<file path="config.mk">
export PLATFORM = sky130hd
export DESIGN_NAME = control_sequencer
export DESIGN_NICKNAME = d
export VERILOG_FILES = /design/src/rtl/control_sequencer.sv
export SDC_FILE = /design/constraint.sdc
export NUM_CORES = 1
export LEC_CHECK = 0
export ABC_AREA = 1
export CORE_ASPECT_RATIO = 0.75
export CORE_MARGIN = 3
export CORE_UTILIZATION = 55
export DETAILED_ROUTE_END_ITERATION = 8
export DONT_BUFFER_PORTS = 1
export PLACE_DENSITY = 0.7
export SYNTH_ARGS = -nofsm -noshare
export SYNTH_HDL_FRONTEND = slang
export SYNTH_SLANG_ARGS = --single-unit
export TNS_END_PERCENT = 1
</file>
<file path="constraint.sdc">
create_clock -name i_clk -period 4.5 [get_ports i_clk]
set_clock_uncertainty 0.2 [all_clocks]
set_input_delay 0.675 -clock i_clk [delete_from_list [all_inputs] [get_ports i_clk]]
set_output_delay 0.675 -clock i_clk [all_outputs]
set_load 0.02 [all_outputs]
</file>
<file path="src/rtl/control_sequencer.sv">
// control_sequencer: instruction register, micro-step counter and run/halt/fault
// state for the control unit. Consumes the decoder's II/ADV/HLT bits and adds
// halt/resume, runaway-step fault detection and a wrapping retired counter.
// Optional build macro: SINGLE_STEP_EN adds the PAUSE state and the
// i_step_mode / i_step_req / o_step_ack debugger handshake.
module control_sequencer #(
    parameter int unsigned INSTRUCTION_WIDTH = 16,
    parameter int unsigned INSTRUCTION_STEPS = 32,
    parameter int unsigned RETIRED_WIDTH     = 32,
    localparam int unsigned STEP_WIDTH       = $clog2(INSTRUCTION_STEPS)
) (
    input  logic                         i_clk,
    input  logic                         i_reset,
    input  logic [INSTRUCTION_WIDTH-1:0] i_bus,
    input  logic                         i_ii,
    input  logic                         i_adv,
    input  logic                         i_hlt,
    input  logic                         i_resume,
`ifdef SINGLE_STEP_EN
    input  logic                         i_step_mode,
    input  logic                         i_step_req,
    output logic                         o_step_ack,
`endif
    output logic [INSTRUCTION_WIDTH-1:0] o_instruction,
    output logic [STEP_WIDTH-1:0]        o_step,
    output logic                         o_run,
    output logic                         o_halted,
    output logic                         o_fault,
    output logic [RETIRED_WIDTH-1:0]     o_retired
);

`ifdef SINGLE_STEP_EN
    typedef enum logic [1:0] {
        ST_RUN   = 2'd0,
        ST_HALT  = 2'd1,
        ST_FAULT = 2'd2,
        ST_PAUSE = 2'd3
    } state_t;
`else
    typedef enum logic [1:0] {
        ST_RUN   = 2'd0,
        ST_HALT  = 2'd1,
        ST_FAULT = 2'd2
    } state_t;
`endif

    localparam logic [STEP_WIDTH-1:0] LAST_STEP = STEP_WIDTH'(INSTRUCTION_STEPS - 1);

    state_t state;

    // Sequencer FSM; every output is a register updated alongside the state.
    always_ff @(posedge i_clk or posedge i_reset) begin
        if (i_reset) begin
            state         <= ST_RUN;
            o_instruction <= '0;
            o_step        <= '0;
            o_retired     <= '0;
            o_run         <= 1'b1;
            o_halted      <= 1'b0;
            o_fault       <= 1'b0;
`ifdef SINGLE_STEP_EN
            o_step_ack    <= 1'b0;
`endif
        end else begin
`ifdef SINGLE_STEP_EN
            o_step_ack <= 1'b0;
`endif
            case (state)
                ST_RUN: begin
                    // Instruction load is independent of the step/state branches below.
                    if (i_ii) begin
                        o_instruction <= i_bus;
                    end
                    if (i_hlt) begin
                        state    <= ST_HALT;
                        o_run    <= 1'b0;
                        o_halted <= 1'b1;
                    end else if (i_adv) begin
                        o_step    <= '0;
                        o_retired <= o_retired + RETIRED_WIDTH'(1);
`ifdef SINGLE_STEP_EN
                        if (i_step_mode) begin
                            state <= ST_PAUSE;
                            o_run <= 1'b0;
                        end
`endif
                    end else if (o_step == LAST_STEP) begin
                        state    <= ST_FAULT;
                        o_fault  <= 1'b1;
                        o_run    <= 1'b0;
                        o_halted <= 1'b1;
                    end else begin
                        o_step <= o_step + STEP_WIDTH'(1);
                    end
                end
                ST_HALT: begin
                    // Resuming retires the instruction that issued HLT.
                    if (i_resume) begin
                        state     <= ST_RUN;
                        o_step    <= '0;
                        o_retired <= o_retired + RETIRED_WIDTH'(1);
                        o_run     <= 1'b1;
                        o_halted  <= 1'b0;
                    end
                end
`ifdef SINGLE_STEP_EN
                ST_PAUSE: begin
                    if (i_step_req) begin
                        state      <= ST_RUN;
                        o_run      <= 1'b1;
                        o_step_ack <= 1'b1;
                    end else if (!i_step_mode) begin
                        state <= ST_RUN;
                        o_run <= 1'b1;
                    end
                end
`endif
                default: begin
                    // FAULT is absorbing until reset.
                end
            endcase
        end
    end

endmodule

</file>
Word level (Yosys, flattened, before mapping)
Index checks and enable logic that the tools add are counted.

Eq/ne operators: 8. Bitwise logic cells: 2. Muxes and demuxes: 24. Add/subtract/negate cells: 2. Reductions and logical operators: 7.

Operators with widths (number): $mux W32 (3); $pmux W32 S2 (1); $add A32 B1 Y32 const B (1); $mux W5 (4); $reduce_and A4 Y1 (4); $pmux W5 S2 (1); $ne A3 B3 Y1 const B (3); $mux W1 (8); $mux W2 (4); $ne A2 B2 Y1 const B (3); $add A5 B1 Y5 const B (1); $eq A5 B5 Y1 const B (1); $pmux W1 S2 (2); $pmux W2 S2 (1); $eq A2 B1 Y1 const B (1); $logic_not A2 Y1 (1); $not A1 Y1 (2); $reduce_and A2 Y1 (1); $reduce_bool A2 Y1 (1).

Bits of input ports: 22. Flip-flop bits (word level): 58.

Longest topological paths before layout
Word-level depth: 5. Depth in mapped cells: 9. Mapped depth without buffers: 9.

Worst setup path before layout
No wires, ideal clock.

Path type: register -> register. Start: register o_step[0]. End: register o_step[0]. Data required time: 4.217 ns. Data arrival time: 1.542 ns. Buffers on the path: 0. Path slack: 2.675 ns. Period minus slack after synthesis: 1.825 ns. Stages on the path, launching flop included: 10. Path through: dfrtp_1 > ha_1 > nand2_1 > nor2_1 > ha_1 > nand2_1 > nand3_1 > nand2_1 > nand2_1 > o21ai_0.

Cells in the longest elaborated chain, start to end: 5.

Ends and longest elaborated chain: start, declared (RTL line 25) `output logic [STEP_WIDTH-1:0] o_step,`; start signal, assigned (RTL line 93) `o_step <= o_step + STEP_WIDTH'(1);`; $add A5 B1 Y5 (RTL line 93); $mux W5 (RTL line 87) `end else if (o_step == LAST_STEP) begin`; $mux W5 (RTL line 78) `end else if (i_adv) begin`; $mux W5 (RTL line 74) `if (i_hlt) begin`; $pmux W5 S2 (RTL line 68) `case (state)`.

Several ways; a longest one is shown, not always the timed one. The select of a mux whose other input is x is not followed. A chain may end at the register's enable or synchronous reset.

Worst setup path after layout
Ends and elaborated chain as after synthesis.

==> metrics.txt <==
internal power 0.897 mW; post-DP HPWL 4.56 mm; final RePlAce weighted congestion 0.854; WL/cell 14.4 um; post-synthesis xor/xnor area fraction 5.39%; Most used DFF post-synth dfrtp_1; Avg Vias per Cell 5.16; synthesized netlist cell count 337; R2R cell count 9; CTS max path bufs 2; Final Hold Fails 0; number of global-route vias before repair 2,021; FF+latch count, synth 58; CTS tree built; Rel. slew slack 52.7%; # setup viols final 0; WS Path Type reg2reg; Die W 90.2 um; CTS Root Cell clkbuf_8; Die H 69.1 um; layer with the highest usage met1; ant diodes 0; final worst slack 2.45 ns; IO Pins 78; I/O Buffers 0; crit path time final 2.05 ns; largest net degree at the start of global routing 59; setup tns final 0 ns; cell row count 22; NetSw 0.238 mW; Net Count, Synth 362; Synth Area in Adders 1.28%; final worst path period share 45.5%; Worst Hold Class in2async; unrepaired setup endpoints after global routing no; endpoint type of the worst setup path flip-flop; Layout Nets 372; hold buffers post-CTS 0; pwr dens 350 nW/um^2; Sink Count 58; Skew-Pair Late Insertion Delay 0.34 ns; Max stage delay cell, worst path dfrtp_1; Residual DRC 0; starting density of the core 58.3%; count of cell types in the netlist 26; worst r2r dst o_step[0]; reg-to-reg startpoint o_step[0]; Detailed Route WL 6.09 mm; Avg Cell Area, Syn 8.67 sq um; post-synthesis cell area 2920 sq um; Layout area overhead 10.9%; postcts setup bufs 0; CP max FO 6; Clk network pwr share 52.8%; Compound-Gate Fraction of Synth Area 1.50%; global-route wire length before repair 10.3 mm; Worst-path clk slew 0.07 ns; CP required 4.56 ns; outcome finished clean; share of layout cells above drive strength 1 14.2%; GR Layer Usage met1 31.7%; Worst VDD drop 0.000260 V; main combinational cell family by area after synthesis simple AND/OR/NAND/NOR gates; placed cells 408; crit-path cells ha_1 > nand2_1 > nor2_1 > ha_1 > nand2_1 > nand3_1 > nand2_1 > nand2_1 > o21ai_0; GRT met2 Usage 28.1%; Setup crit start kind flip-flop; Sw Share 21.0%; sequential cell fraction of total power 46.0%; GRT Total Usage 21.2%; Antenna Nets Post-Route 0; CP most frequent cell nand2_1; LEAKAGE 1.57 nW; most frequent cells in the layout nand2_1, dfrtp_1, inv_1; R2R setup slack 2.45 ns; Worst Tran Pin Value 0.709 ns; EDFF count, synth 0; maxcap violations 0; Synth Area in Simple Gates 29.5%; global route overflow 0; sequential share of the synthesized area 49.7%; drt pass-1 iters 4; commonest non-fill, non-tap cell in the layout nand2_1; post-synthesis mux area share 6.16%; Placeable Area 5010 sq um; die area 6230 sq um; CP Data Arrival Time 2.11 ns; Final Non-Filler Cells 424; cts bufs inserted 9; Combinational Power Share 1.2%; initial antenna violation count 0; Post-synth ARST share 100%; Warnings, synthesis 0; dpl ws 2.46 ns; via count 2,187; Max Slew Vio Count 0; CTS resizes 0; slowest cell delay on critical path 0.49 ns; 1st-iter DRT viols 157; Max Clk Rate 488 MHz; H-tree Lvls 3; GR Util met3 8.83%
==> cells in the mapped netlist (all sizes together) (2+ instances only) <==
| cell type | number | area share, % |
|---|---|---|
| nand4 | 14 | 3.0 |
| o21bai | 2 | 0.51 |
| xnor2 | 10 | 3.0 |
| o21ai | 3 | 0.51 |
| nand3 | 23 | 3.9 |
| nand2 | 106 | 14 |
| inv | 43 | 5.5 |
| ha | 3 | 1.3 |
| nor3 | 2 | 0.73 |
| nor2 | 43 | 7.0 |
| xor2 | 8 | 2.4 |
| mux2 | 16 | 6.2 |
| dfrtp | 57 | 49 |
==> worst max-delay path by stage <==
stage / from / end / depth (start not counted)
floorplan: i_reset / o_fault / 1
global route: o_step[0] / o_step[0] / 9
finish: o_step[0] / o_step[0] / 9
global placement: o_step[0] / o_step[0] / 9
detailed placement: o_step[0] / o_step[0] / 9
CTS: o_step[0] / o_step[0] / 9
==> through the flow <==
step                      util (%)  area [sq um]  hold slack [ns]  power, mW
after global routing          64.7          3240            0.249       1.18
after floorplan                  -          2920            0.275      0.542
after CTS                     64.7          3240            0.237       1.15
after detailed placement      59.7          2990            0.311      0.547
final                         64.7          3240            0.220       1.13
after global placement        59.7          2990            0.308      0.546
==> cell type report <==
type / instances / area, sq um
fillers: 411 / 1770
clock buffers: 9 / 124
flip-flops and latches: 58 / 1450
repair buffers: 1 / 7.51
inverters: 43 / 161
well taps: 72 / 90.1
clock inverters: 7 / 125
multi-input cells: 234 / 1280
==> routing by layer <==
layer  part of all wire, %  vias up
met1                    48     1005
met5                     0        -
met3                   8.6       10
met4                   1.3        0
met2                    42       84
li1                      -     1088
==> power groups by stage <==
stage	logic [mW]	clock network, mW	registers, mW
3_5_place_dp	0.0147	0	0.532
2_1_floorplan	0.0104	0	0.532
6_report	0.0137	0.599	0.522
3_3_place_gp	0.0144	0	0.532
4_1_cts	0.0147	0.613	0.522
5_1_grt	0.0165	0.642	0.522
==> cells by family (layout without fill, tap and decap cells) <==
logic type / Yosys count / count (layout)
and+or+nand+nor: 190 / 190
DFF: 58 / 58
buffers and inverters: 45 / 60
xor gates and xnor gates: 18 / 18
muxes: 16 / 16
AOI/OAI and AO/OA: 7 / 7
adders and majority gates: 3 / 3
==> worst max-delay path: cells and delay by family, from the launching register on <==
kind,cells,cell delay [ns]
AOI/OAI and AO/OA,1,0.15
and+or+nand+nor,6,0.67
DFF,1,0.49
adders and majority gates,2,0.45
==> sequential cells by signal (all words and copies together), names as in the netlist <==
name / flops
o_step: 5
o_fault: 1
state: 2
o_retired: 32
o_run: 1
o_halted: 1
o_instruction: 16
Power figures use the tool's default switching activity.
